**src/rtl/uart_pkg.sv**
```systemverilog
// Shared UART definitions: FSM state encoding, parity modes and default bit timing.
// Imported by the transmitter and the receiver.
package uart_pkg;

    // Frame sequencer states
    typedef enum logic [2:0] {
        IDLE,
        START,
        DATA,
        PAR,
        STOP
    } uart_state_e;

    // Parity mode encodings
    localparam int unsigned PARITY_NONE = 0;
    localparam int unsigned PARITY_ODD  = 1;
    localparam int unsigned PARITY_EVEN = 2;

    // 50 MHz / 115200 baud
    localparam int unsigned DEFAULT_CLKS_PER_BIT = 434;

    localparam int unsigned DATA_BITS = 8;

endpackage

```
**src/rtl/uart_fifo_transmitter_if.sv**
```systemverilog
// Show-ahead FIFO read port plus serial-side status of the UART transmitter.
//   enable     : permits fetching a new byte
//   fifo_empty : FIFO empty flag
//   fifo_data  : FIFO head, valid whenever fifo_empty is low
//   fifo_read  : one-cycle pop strobe per byte
//   tx         : serial line, idle high
//   busy       : a frame is in progress
//   tx_done    : pulse on the last stop-bit cycle
// master = FIFO/host side, slave = transmitter.
interface uart_fifo_transmitter_if;

    logic       enable;
    logic       fifo_empty;
    logic [7:0] fifo_data;
    logic       fifo_read;
    logic       tx;
    logic       busy;
    logic       tx_done;

    modport master (
        output enable,
        output fifo_empty,
        output fifo_data,
        input  fifo_read,
        input  tx,
        input  busy,
        input  tx_done
    );

    modport slave (
        input  enable,
        input  fifo_empty,
        input  fifo_data,
        output fifo_read,
        output tx,
        output busy,
        output tx_done
    );

endinterface

```
**src/rtl/uart_baud_counter.sv**
```systemverilog
// Down-counter timing one UART bit period.
//   clock, reset : clock, synchronous active-high reset
//   load_i       : reload with CLKS_PER_BIT-1 (wins over dec_i)
//   dec_i        : decrement by one
//   count_o      : current count (registered)
//   tc_c_o       : terminal count, count is zero (combinational)
module uart_baud_counter #(
    parameter  int unsigned CLKS_PER_BIT = 434,
    localparam int unsigned CW           = $clog2(CLKS_PER_BIT)
) (
    input  logic          clock,
    input  logic          reset,
    input  logic          load_i,
    input  logic          dec_i,
    output logic [CW-1:0] count_o,
    output logic          tc_c_o
);

    logic [CW-1:0] count_q;
    logic [CW-1:0] count_d;

    // Reload has priority so a bit boundary restarts timing in the same cycle
    always_comb begin
        count_d = count_q;
        if (load_i) begin
            count_d = CW'(CLKS_PER_BIT - 1);
        end else if (dec_i) begin
            count_d = count_q - CW'(1);
        end
    end

    always_ff @(posedge clock) begin
        if (reset) begin
            count_q <= '0;
        end else begin
            count_q <= count_d;
        end
    end

    assign count_o = count_q;
    assign tc_c_o  = (count_q == '0);

endmodule

```
**src/rtl/uart_fifo_transmitter.sv**
```systemverilog
// UART transmitter draining a show-ahead byte FIFO: 8 data bits LSB-first,
// optional parity, 1 or 2 stop bits, back-to-back frames without idle gap.
//   clock, reset : clock, synchronous active-high reset
//   bus          : FIFO read port and serial status (slave modport)
module uart_fifo_transmitter
    import uart_pkg::*;
#(
    parameter int unsigned CLKS_PER_BIT = DEFAULT_CLKS_PER_BIT,
    parameter int unsigned PARITY       = PARITY_NONE,
    parameter int unsigned STOP_BITS    = 1
) (
    input logic                    clock,
    input logic                    reset,
    uart_fifo_transmitter_if.slave bus
);

    localparam int unsigned CW     = $clog2(CLKS_PER_BIT);
    localparam int unsigned BW     = $clog2(DATA_BITS);
    localparam bit          PAR_EN  = (PARITY != PARITY_NONE);
    localparam bit          PAR_INV = (PARITY == PARITY_ODD);

    uart_state_e     state_q, state_d;
    logic [7:0]      shift_q, shift_d;
    logic [BW-1:0]   bit_idx_q, bit_idx_d;
    logic            stop_idx_q, stop_idx_d;
    logic            par_q, par_d;
    logic            tx_q, tx_d;
    logic            busy_q, busy_d;
    logic            fifo_read_q, fifo_read_d;
    logic            tx_done_q, tx_done_d;

    logic            cnt_load;
    logic            cnt_dec;
    logic [CW-1:0]   cnt;
    logic            cnt_tc;
    logic            last_stop;
    logic            do_fetch;

    uart_baud_counter #(
        .CLKS_PER_BIT (CLKS_PER_BIT)
    ) u_baud (
        .clock   (clock),
        .reset   (reset),
        .load_i  (cnt_load),
        .dec_i   (cnt_dec),
        .count_o (cnt),
        .tc_c_o  (cnt_tc)
    );

    assign cnt_dec   = (state_q != IDLE);
    assign last_stop = (stop_idx_q == 1'(STOP_BITS - 1));

    // Fetch is decided in IDLE or at the very end of the last stop bit
    assign do_fetch = bus.enable && !bus.fifo_empty &&
                      ((state_q == IDLE) || (state_q == STOP && cnt_tc && last_stop));

    // Next-state and output logic
    always_comb begin
        state_d     = state_q;
        shift_d     = shift_q;
        bit_idx_d   = bit_idx_q;
        stop_idx_d  = stop_idx_q;
        par_d       = par_q;
        tx_d        = tx_q;
        busy_d      = busy_q;
        fifo_read_d = 1'b0;
        tx_done_d   = 1'b0;
        cnt_load    = 1'b0;

        unique case (state_q)
            IDLE: begin
                tx_d   = 1'b1;
                busy_d = 1'b0;
            end
            START: begin
                if (cnt_tc) begin
                    state_d   = DATA;
                    tx_d      = shift_q[0];
                    bit_idx_d = '0;
                    par_d     = 1'b0;
                    cnt_load  = 1'b1;
                end
            end
            DATA: begin
                if (cnt_tc) begin
                    par_d    = par_q ^ shift_q[0];
                    shift_d  = {1'b0, shift_q[7:1]};
                    cnt_load = 1'b1;
                    if (bit_idx_q == BW'(DATA_BITS - 1)) begin
                        if (PAR_EN) begin
                            state_d = PAR;
                            tx_d    = par_q ^ shift_q[0] ^ PAR_INV;
                        end else begin
                            state_d    = STOP;
                            tx_d       = 1'b1;
                            stop_idx_d = 1'b0;
                        end
                    end else begin
                        bit_idx_d = bit_idx_q + BW'(1);
                        tx_d      = shift_q[1];
                    end
                end
            end
            PAR: begin
                if (cnt_tc) begin
                    state_d    = STOP;
                    tx_d       = 1'b1;
                    stop_idx_d = 1'b0;
                    cnt_load   = 1'b1;
                end
            end
            STOP: begin
                // Registered pulse lands on the final cycle of the last stop bit
                if (last_stop && cnt == CW'(1)) begin
                    tx_done_d = 1'b1;
                end
                if (cnt_tc) begin
                    if (last_stop) begin
                        state_d = IDLE;
                        tx_d    = 1'b1;
                        busy_d  = 1'b0;
                    end else begin
                        stop_idx_d = stop_idx_q + 1'b1;
                        cnt_load   = 1'b1;
                    end
                end
            end
            default: begin
                state_d = IDLE;
                tx_d    = 1'b1;
                busy_d  = 1'b0;
            end
        endcase

        // Fetch overrides the IDLE/STOP outcome and starts the next frame
        if (do_fetch) begin
            state_d     = START;
            shift_d     = bus.fifo_data;
            fifo_read_d = 1'b1;
            tx_d        = 1'b0;
            busy_d      = 1'b1;
            cnt_load    = 1'b1;
        end
    end

    always_ff @(posedge clock) begin
        if (reset) begin
            state_q     <= IDLE;
            shift_q     <= '0;
            bit_idx_q   <= '0;
            stop_idx_q  <= 1'b0;
            par_q       <= 1'b0;
            tx_q        <= 1'b1;
            busy_q      <= 1'b0;
            fifo_read_q <= 1'b0;
            tx_done_q   <= 1'b0;
        end else begin
            state_q     <= state_d;
            shift_q     <= shift_d;
            bit_idx_q   <= bit_idx_d;
            stop_idx_q  <= stop_idx_d;
            par_q       <= par_d;
            tx_q        <= tx_d;
            busy_q      <= busy_d;
            fifo_read_q <= fifo_read_d;
            tx_done_q   <= tx_done_d;
        end
    end

    assign bus.tx        = tx_q;
    assign bus.busy      = busy_q;
    assign bus.fifo_read = fifo_read_q;
    assign bus.tx_done   = tx_done_q;

endmodule

```
**src/flat_wrapper.sv**
```systemverilog
// flat-port wrapper written by rule: the top's interface ports become plain ports
module uart_fifo_transmitter_flat import uart_pkg::*;
#(
    parameter int unsigned CLKS_PER_BIT = DEFAULT_CLKS_PER_BIT,
    parameter int unsigned PARITY       = PARITY_NONE,
    parameter int unsigned STOP_BITS    = 1
)
  (clock, reset, bus_enable, bus_fifo_empty, bus_fifo_data, bus_fifo_read, bus_tx, bus_busy, bus_tx_done);
  uart_fifo_transmitter_if bus_i ();
  input logic clock;
  input logic reset;
  input wire logic [$bits(bus_i.enable)-1:0] bus_enable;
  input wire logic [$bits(bus_i.fifo_empty)-1:0] bus_fifo_empty;
  input wire logic [$bits(bus_i.fifo_data)-1:0] bus_fifo_data;
  output wire logic [$bits(bus_i.fifo_read)-1:0] bus_fifo_read;
  output wire logic [$bits(bus_i.tx)-1:0] bus_tx;
  output wire logic [$bits(bus_i.busy)-1:0] bus_busy;
  output wire logic [$bits(bus_i.tx_done)-1:0] bus_tx_done;
  assign bus_i.enable = bus_enable;
  assign bus_i.fifo_empty = bus_fifo_empty;
  assign bus_i.fifo_data = bus_fifo_data;
  assign bus_fifo_read = bus_i.fifo_read;
  assign bus_tx = bus_i.tx;
  assign bus_busy = bus_i.busy;
  assign bus_tx_done = bus_i.tx_done;
  uart_fifo_transmitter #(.CLKS_PER_BIT(CLKS_PER_BIT), .PARITY(PARITY), .STOP_BITS(STOP_BITS)) u_core (.clock(clock), .reset(reset), .bus(bus_i));
endmodule
```
**config.mk**
```make
export PLATFORM = sky130hd
export DESIGN_NAME = uart_fifo_transmitter_flat
export DESIGN_NICKNAME = d
export VERILOG_FILES = /design/src/rtl/uart_pkg.sv /design/src/rtl/uart_fifo_transmitter_if.sv /design/src/rtl/uart_baud_counter.sv /design/src/rtl/uart_fifo_transmitter.sv /design/src/flat_wrapper.sv
export SDC_FILE = /design/constraint.sdc
export NUM_CORES = 1
export LEC_CHECK = 0
export BUFFER_PORTS_ARGS = -buffer_cell sky130_fd_sc_hd__buf_2
export CAP_MARGIN = 0
export CORE_UTILIZATION = 40
export DETAILED_ROUTE_END_ITERATION = 8
export SETUP_SLACK_MARGIN = 0.2
export SKIP_LAST_GASP = 1
export SYNTH_ARGS = -nofsm -noshare
export SYNTH_HDL_FRONTEND = slang
export SYNTH_SLANG_ARGS = --single-unit
```
**constraint.sdc**
```tcl
create_clock -name clock -period 3.3 [get_ports clock]
set_clock_uncertainty 0.15 [all_clocks]
set_input_delay 0.33 -clock clock [delete_from_list [all_inputs] [get_ports clock]]
set_output_delay 0.33 -clock clock [all_outputs]
set_load 0.005 [all_outputs]
```
=== Yosys cells after proc, flatten, opt, wreduce, memory -nomap -nowiden ===
Index checks and enable logic that the tools add are counted.

* Mux-type cells: 42
* $add $sub $neg: 3
* Equality and inequality tests: 21
* Reduce and logical (&&, ||, !) cells: 26
* Bitwise operators: 3

{| class="wikitable"
|+ Operator list
! cell !! count
|-
| 3-bit 2-to-1 mux || 9
|-
| 8-bit 2-to-1 mux || 3
|-
| 1-bit 2-to-1 mux || 22
|-
| 9-bit 2-to-1 mux || 2
|-
| 3-bit by 1-bit != test with 1-bit output (second input constant) || 5
|-
| 3-bit one-hot mux with 5 select lines || 1
|-
| 2-bit by 1-bit != test with 1-bit output (second input constant) || 7
|-
| 7-bit AND reduction || 2
|-
| 5-bit AND reduction || 2
|-
| 9-bit by 1-bit == test with 1-bit output (second input constant) || 1
|-
| 9-bit logical NOT || 1
|-
| 9-bit by 1-bit subtractor with 9-bit output (second input constant) || 1
|-
| 2-bit nonzero test || 4
|-
| 3-bit by 2-bit == test with 1-bit output (second input constant) || 2
|-
| 3-bit == test (second input constant) || 2
|-
| 3-bit one-hot mux with 2 select lines || 1
|-
| 3-bit nonzero test || 2
|-
| 2-bit OR reduction || 3
|-
| 1-bit logical AND || 5
|-
| 2-bit != test (second input constant) || 2
|-
| 1-bit one-hot mux with 2 select lines || 2
|-
| 1-bit one-hot mux with 4 select lines || 1
|-
| 4-bit AND reduction || 1
|-
| 3-bit by 1-bit adder with 3-bit output (second input constant) || 1
|-
| 11 further kinds || 13
|}

* Input port bits: 12
* Logic and storage cells: 106
* Output and inout port bits: 4
* Bits in registers: 28

=== Depth between registers and ports, before layout ===
* Depth after elaboration: 7
* Gate-level depth with buffers: 7
* Mapped depth without buffers: 6

=== Cells and area by module ===
Synthesis repeated with hierarchy kept, for this count alone.

* Cell total of the unflattened synthesis: 142
* Area, all modules: 1318.8 um^2

{| class="wikitable"
|+ Modules (own cells, without submodules)
! module !! cells each !! area an instance (um^2) !! times used !! sequential area each (um^2)
|-
| uart_fifo_transmitter || 96 || 897.1 || 1 || 360.3
|-
| uart_baud_counter || 46 || 421.7 || 1 || 180.2
|}

=== Worst setup path after synthesis ===
No wires, ideal clock.

* Path type: reg2reg
* Start point: reg u_core.bit_idx_q[0]
* End point: reg u_core.bit_idx_q[1]
* Period minus slack after synthesis: 2.044 ns
* Path slack: 1.256 ns
* Buffers on the path: 0
* Required time: 3.022 ns
* Library setup time: 0.128 ns
* Cell stages (with the launch flop): 7
* Arrival time: 1.766 ns
* Cells stage by stage: dfxtp_1 -> ha_1 -> ha_1 -> or3b_2 -> a2111o_1 -> a32oi_1 -> nor2_1

* Cells in the longest elaborated chain, start to end: 4
* Elaborated cells between the ends (all ways): 7
* Those cells by class: add/sub (1); eq/ne (2); mux (3); reduce/logical (1)

{| class="wikitable"
|+ RTL lines
! item !! RTL line !! RTL
|-
| from (decl) || uart_fifo_transmitter.sv:24 || <nowiki>logic [BW-1:0] bit_idx_q, bit_idx_d;</nowiki>
|-
| from (signal assigned) || uart_fifo_transmitter.sv:160 || <nowiki>bit_idx_q <= bit_idx_d;</nowiki>
|-
| 3-bit by 1-bit adder with 3-bit output || uart_fifo_transmitter.sv:99 || <nowiki>bit_idx_d = bit_idx_q + BW'(1);</nowiki>
|-
| 3-bit 2-to-1 mux || uart_fifo_transmitter.sv:89 || <nowiki>if (bit_idx_q == BW'(DATA_BITS - 1)) begin</nowiki>
|-
| 3-bit 2-to-1 mux || uart_fifo_transmitter.sv:85 || <nowiki>if (cnt_tc) begin</nowiki>
|-
| 3-bit one-hot mux with 2 select lines || uart_fifo_transmitter.sv:70 || <nowiki>unique case (state_q)</nowiki>
|}

Several ways; a longest one is shown, not always the timed one. The select of a mux whose other input is x is not followed.
A chain may end at the register's enable or synchronous reset.

=== Final worst setup path ===
* Start point: reg u_core.u_baud.count_q[0] (netlist: u_core.u_baud.count_o[0])
* End point: reg u_core.state_q[1]

* Cells in the longest elaborated chain, start to end: 6
* Elaborated cells between the ends (all ways): 11
* Those cells by class: eq/ne (4); reduce/logical (7)

{| class="wikitable"
|+ RTL lines
! item !! RTL line !! RTL
|-
| from (decl) || uart_baud_counter.sv:19 || <nowiki>logic [CW-1:0] count_q;</nowiki>
|-
| from (signal assigned) || uart_baud_counter.sv:36 || <nowiki>count_q <= count_d;</nowiki>
|-
| 9-bit logical NOT (*) || uart_baud_counter.sv:41 || <nowiki>assign tc_c_o = (count_q == '0);</nowiki>
|-
| 1-bit logical AND (2 in a row) || uart_fifo_transmitter.sv:55 || <nowiki>((state_q == IDLE) || (state_q == STOP && cnt_tc && last_stop));</nowiki>
|-
| 1-bit logical OR || uart_fifo_transmitter.sv:55 ||
|-
| 1-bit logical AND || uart_fifo_transmitter.sv:54 || <nowiki>assign do_fetch = bus.enable && !bus.fifo_empty &&</nowiki>
|-
| 2-bit OR reduction (no line) || - ||
|-
| to (signal assigned) || uart_fifo_transmitter.sv:158 || <nowiki>state_q <= state_d;</nowiki>
|-
| to (decl) || uart_fifo_transmitter.sv:22 || <nowiki>uart_state_e state_q, state_d;</nowiki>
|}

Mark *: on every way between the ends. The rest lies on a longest branch, timed or not.

==> results.cfg <==
[global_routing]
grt_antenna_before_repair = 0
grt_util_all_layers = 0.200
grt_overflow = 0
grt_pass1_vias = 1163
grt_max_degree = 25
grt_pass1_wl_um = 5440

[critical_path]
worstSetupEndpointType = flip-flop
crit_fanout = 5
crit_required_ns = 3.40
cp.arrival_ns = 2.33
worst_path_max_delay_cell = or4b_4
cpPeakStageDelay_ns = 0.50
path_class = flip-flop to flip-flop
start_kind = flip-flop
cp_cell_sequence = inv_1 -> ha_1 -> or4b_4 -> o211a_1 -> or3_1 -> a211oi_2

[power_and_ir_drop]
power_density_nw_per_um2 = 482
total_power_uw = 726
cellLeakagePower_uw = 0.000548
ir_drop_mv = 0.183

[yosys]
synth-seq-cells = 27
syn_inst = 154
netlist_top_cells_area = dfxtp_1 40%, a21oi_1 7.7%, a32oi_1 5.8%, ha_1 4.6%, o211ai_1 4.4%
synthFlopType = dfxtp_1
synth_fp_nets = 171
yosys.area.top_type_share = 0.397
synth_top_area_cell = dfxtp_1
yosysUniqueCellTypes = 39
async_flop_share = 0
yosysMostFrequentCell = dfxtp_1
ys_warn_count = 0
synth-edff-count = 0
syn_area_um2 = 1360
netlist_top_cells_count = 27 x dfxtp_1, 21 x a21oi_1, 14 x nor2_1
yosysSeqAreaShare = 0.397
syn_area_per_cell_um2 = 8.83

[sta]
setup_tns_ns = 0
hold_ws_ns = 0.0607
rsz0062_at_grt = no
tightestPinTransition_ns = 0.942
setup_viol = 0
min_period_over_period = 0.675
relSlewSlack = 0.372
finalCriticalPeriod_ns = 2.23
finalMaxSlewViolations = 0
finalHoldViolCount = 0
fmax_mhz = 449

[floorplan]
die-area_um2 = 3640
core_um2 = 3130
num_rows = 20
io_pins = 16
chipHeight_um = 60.3
initial_utilization = 0.435
fp.dieW_um = 60.3

[placement]
dpl.hpwl_um = 2260
dpl-instance-area_um2 = 1480
gp_congestion = 0.767
port-buffer-count = 15

[detailed_routing]
wl_per_cell_um = 15.2
wl_um = 3180
vias = 1248
dr.first_iter.drc_count = 89
drtAntennaViolNets = 0
drcViolationCount = 0
vias_per_cell = 5.94
firstDrtPassIters = 4

[final_layout]
drive_gt1_frac = 0.169
fin_area_um2 = 1510
diodes = 0
fin_nets = 184
syn_to_final_growth_pct = 10.9
utilization = 0.482

[clock_network]
cts_resized = 0
insertion_delay_ns = 0.35
cts_max_level = 1
root_buffer = clkbuf_4
cts-buffers-inserted = 3
holdBufCountCts = 0
cts_sinks = 27
cts.path.max_buffers = 2
cts_setup_buffers = 0
path_clk_slew_ns = 0.18
cts_tree = done

[flow_run]
drv_cap = 0

[outcome]
status = complete, no violations

[worst_hold_path]
hold_class = input pin to flip-flop
[report_power, final]
| group | switching [uW] | internal, uW | leakage, uW |
|---|---|---|---|
| combinational | 103 | 82.2 | 0.000309 |
| sequential | 29.1 | 353 | 0.000221 |
| clock | 110 | 49.4 | 0.0000183 |
[registers in the layout, indices dropped and copies added (netlist names)]
| signal | cells |
|---|---|
| u_core.u_baud.count_o | 9 |
| u_core.shift_q | 8 |
| u_core.bit_idx_q | 3 |
| u_core.state_q | 3 |
| u_core.bus.busy | 1 |
| u_core.bus.fifo_read | 1 |
| u_core.bus.tx | 1 |
| u_core.bus.tx_done | 1 |
[metrics by stage]
stage / instances / setup slack, ns
6_report: 210 / 1.07
5_1_grt: 210 / 0.818
4_1_cts: 210 / 1.07
3_5_place_dp: 206 / 1.10
3_3_place_gp: 206 / 1.14
2_1_floorplan: 154 / 1.26
[worst max-delay path, delay by kind of cell, from the launching register on]
| family | cells | cell delay (ns) |
|---|---|---|
| AND/OR/NAND/NOR | 2 | 0.84 |
| AO/OA/AOI/OAI | 2 | 0.52 |
| adder cells (fa/ha/maj) | 1 | 0.16 |
| flip-flops | 1 | 0.37 |
| buffers and inverters | 1 | 0.12 |
[layout make-up]
cell class                 count  area (um^2)
multi-input combinational    114          776
tap                           44         55.1
fill                         326         1620
clock buffer                   3         22.5
sequential                    27          541
timing repair buffer          17         90.1
inverter                       4         15.0
clock inverter                 1         8.76
[path summary, 6_finish.rpt]
| check | cells past startpoint | slack, ns | end | startpoint |
|---|---|---|---|---|
| max | 6 | 1.07 | u_core.state_q[1] | u_core.u_baud.count_o[0] |
| min | 3 | 0.06 | u_core.shift_q[7] | bus_fifo_data[7] |
| max reg2reg | 6 | 1.07 | u_core.state_q[1] | u_core.u_baud.count_o[0] |
| min reg2reg | 2 | 0.34 | u_core.bus.busy | u_core.bus.busy |
[layout by cell type, fill, tap and decap left out, types with 2 or more instances in the layout]
cell type  synthesis  routed
nand2_1            6       6
o21ai_0            3       3
nand3b_1           3       3
nand4_1            4       4
buf_4              0       2
o211ai_1           8       8
a21oi_1           21      21
or3_1              2       2
buf_2              1      15
a32oi_1            9       9
inv_1              4       4
nor3_1             4       4
dfxtp_1           27      27
o211a_1            2       2
a211oi_1           2       2
clkbuf_4           0       3
o22ai_1            2       2
xor2_1             6       6
nand3_1            4       4
nor2_1            14      14
ha_1               5       5
[layer usage]
layer | vias to the layer above | track usage | share of wire
met5 | - | 0 | 0
met4 | 0 | 0.0532 | 0.0050
met3 | 2 | 0.0390 | 0.045
met2 | 28 | 0.328 | 0.49
met1 | 601 | 0.267 | 0.46
li1 | 617 | - | -
[cells by family after synthesis]
logic type      after synthesis  share of synthesized area
buf+inv                      13                     0.0368
xor+xnor                      7                     0.0451
simple gates                 47                      0.192
fa+ha+maj                     5                     0.0460
flops                        27                      0.397
compound gates               55                      0.282
Power figures use the tool's default switching activity.
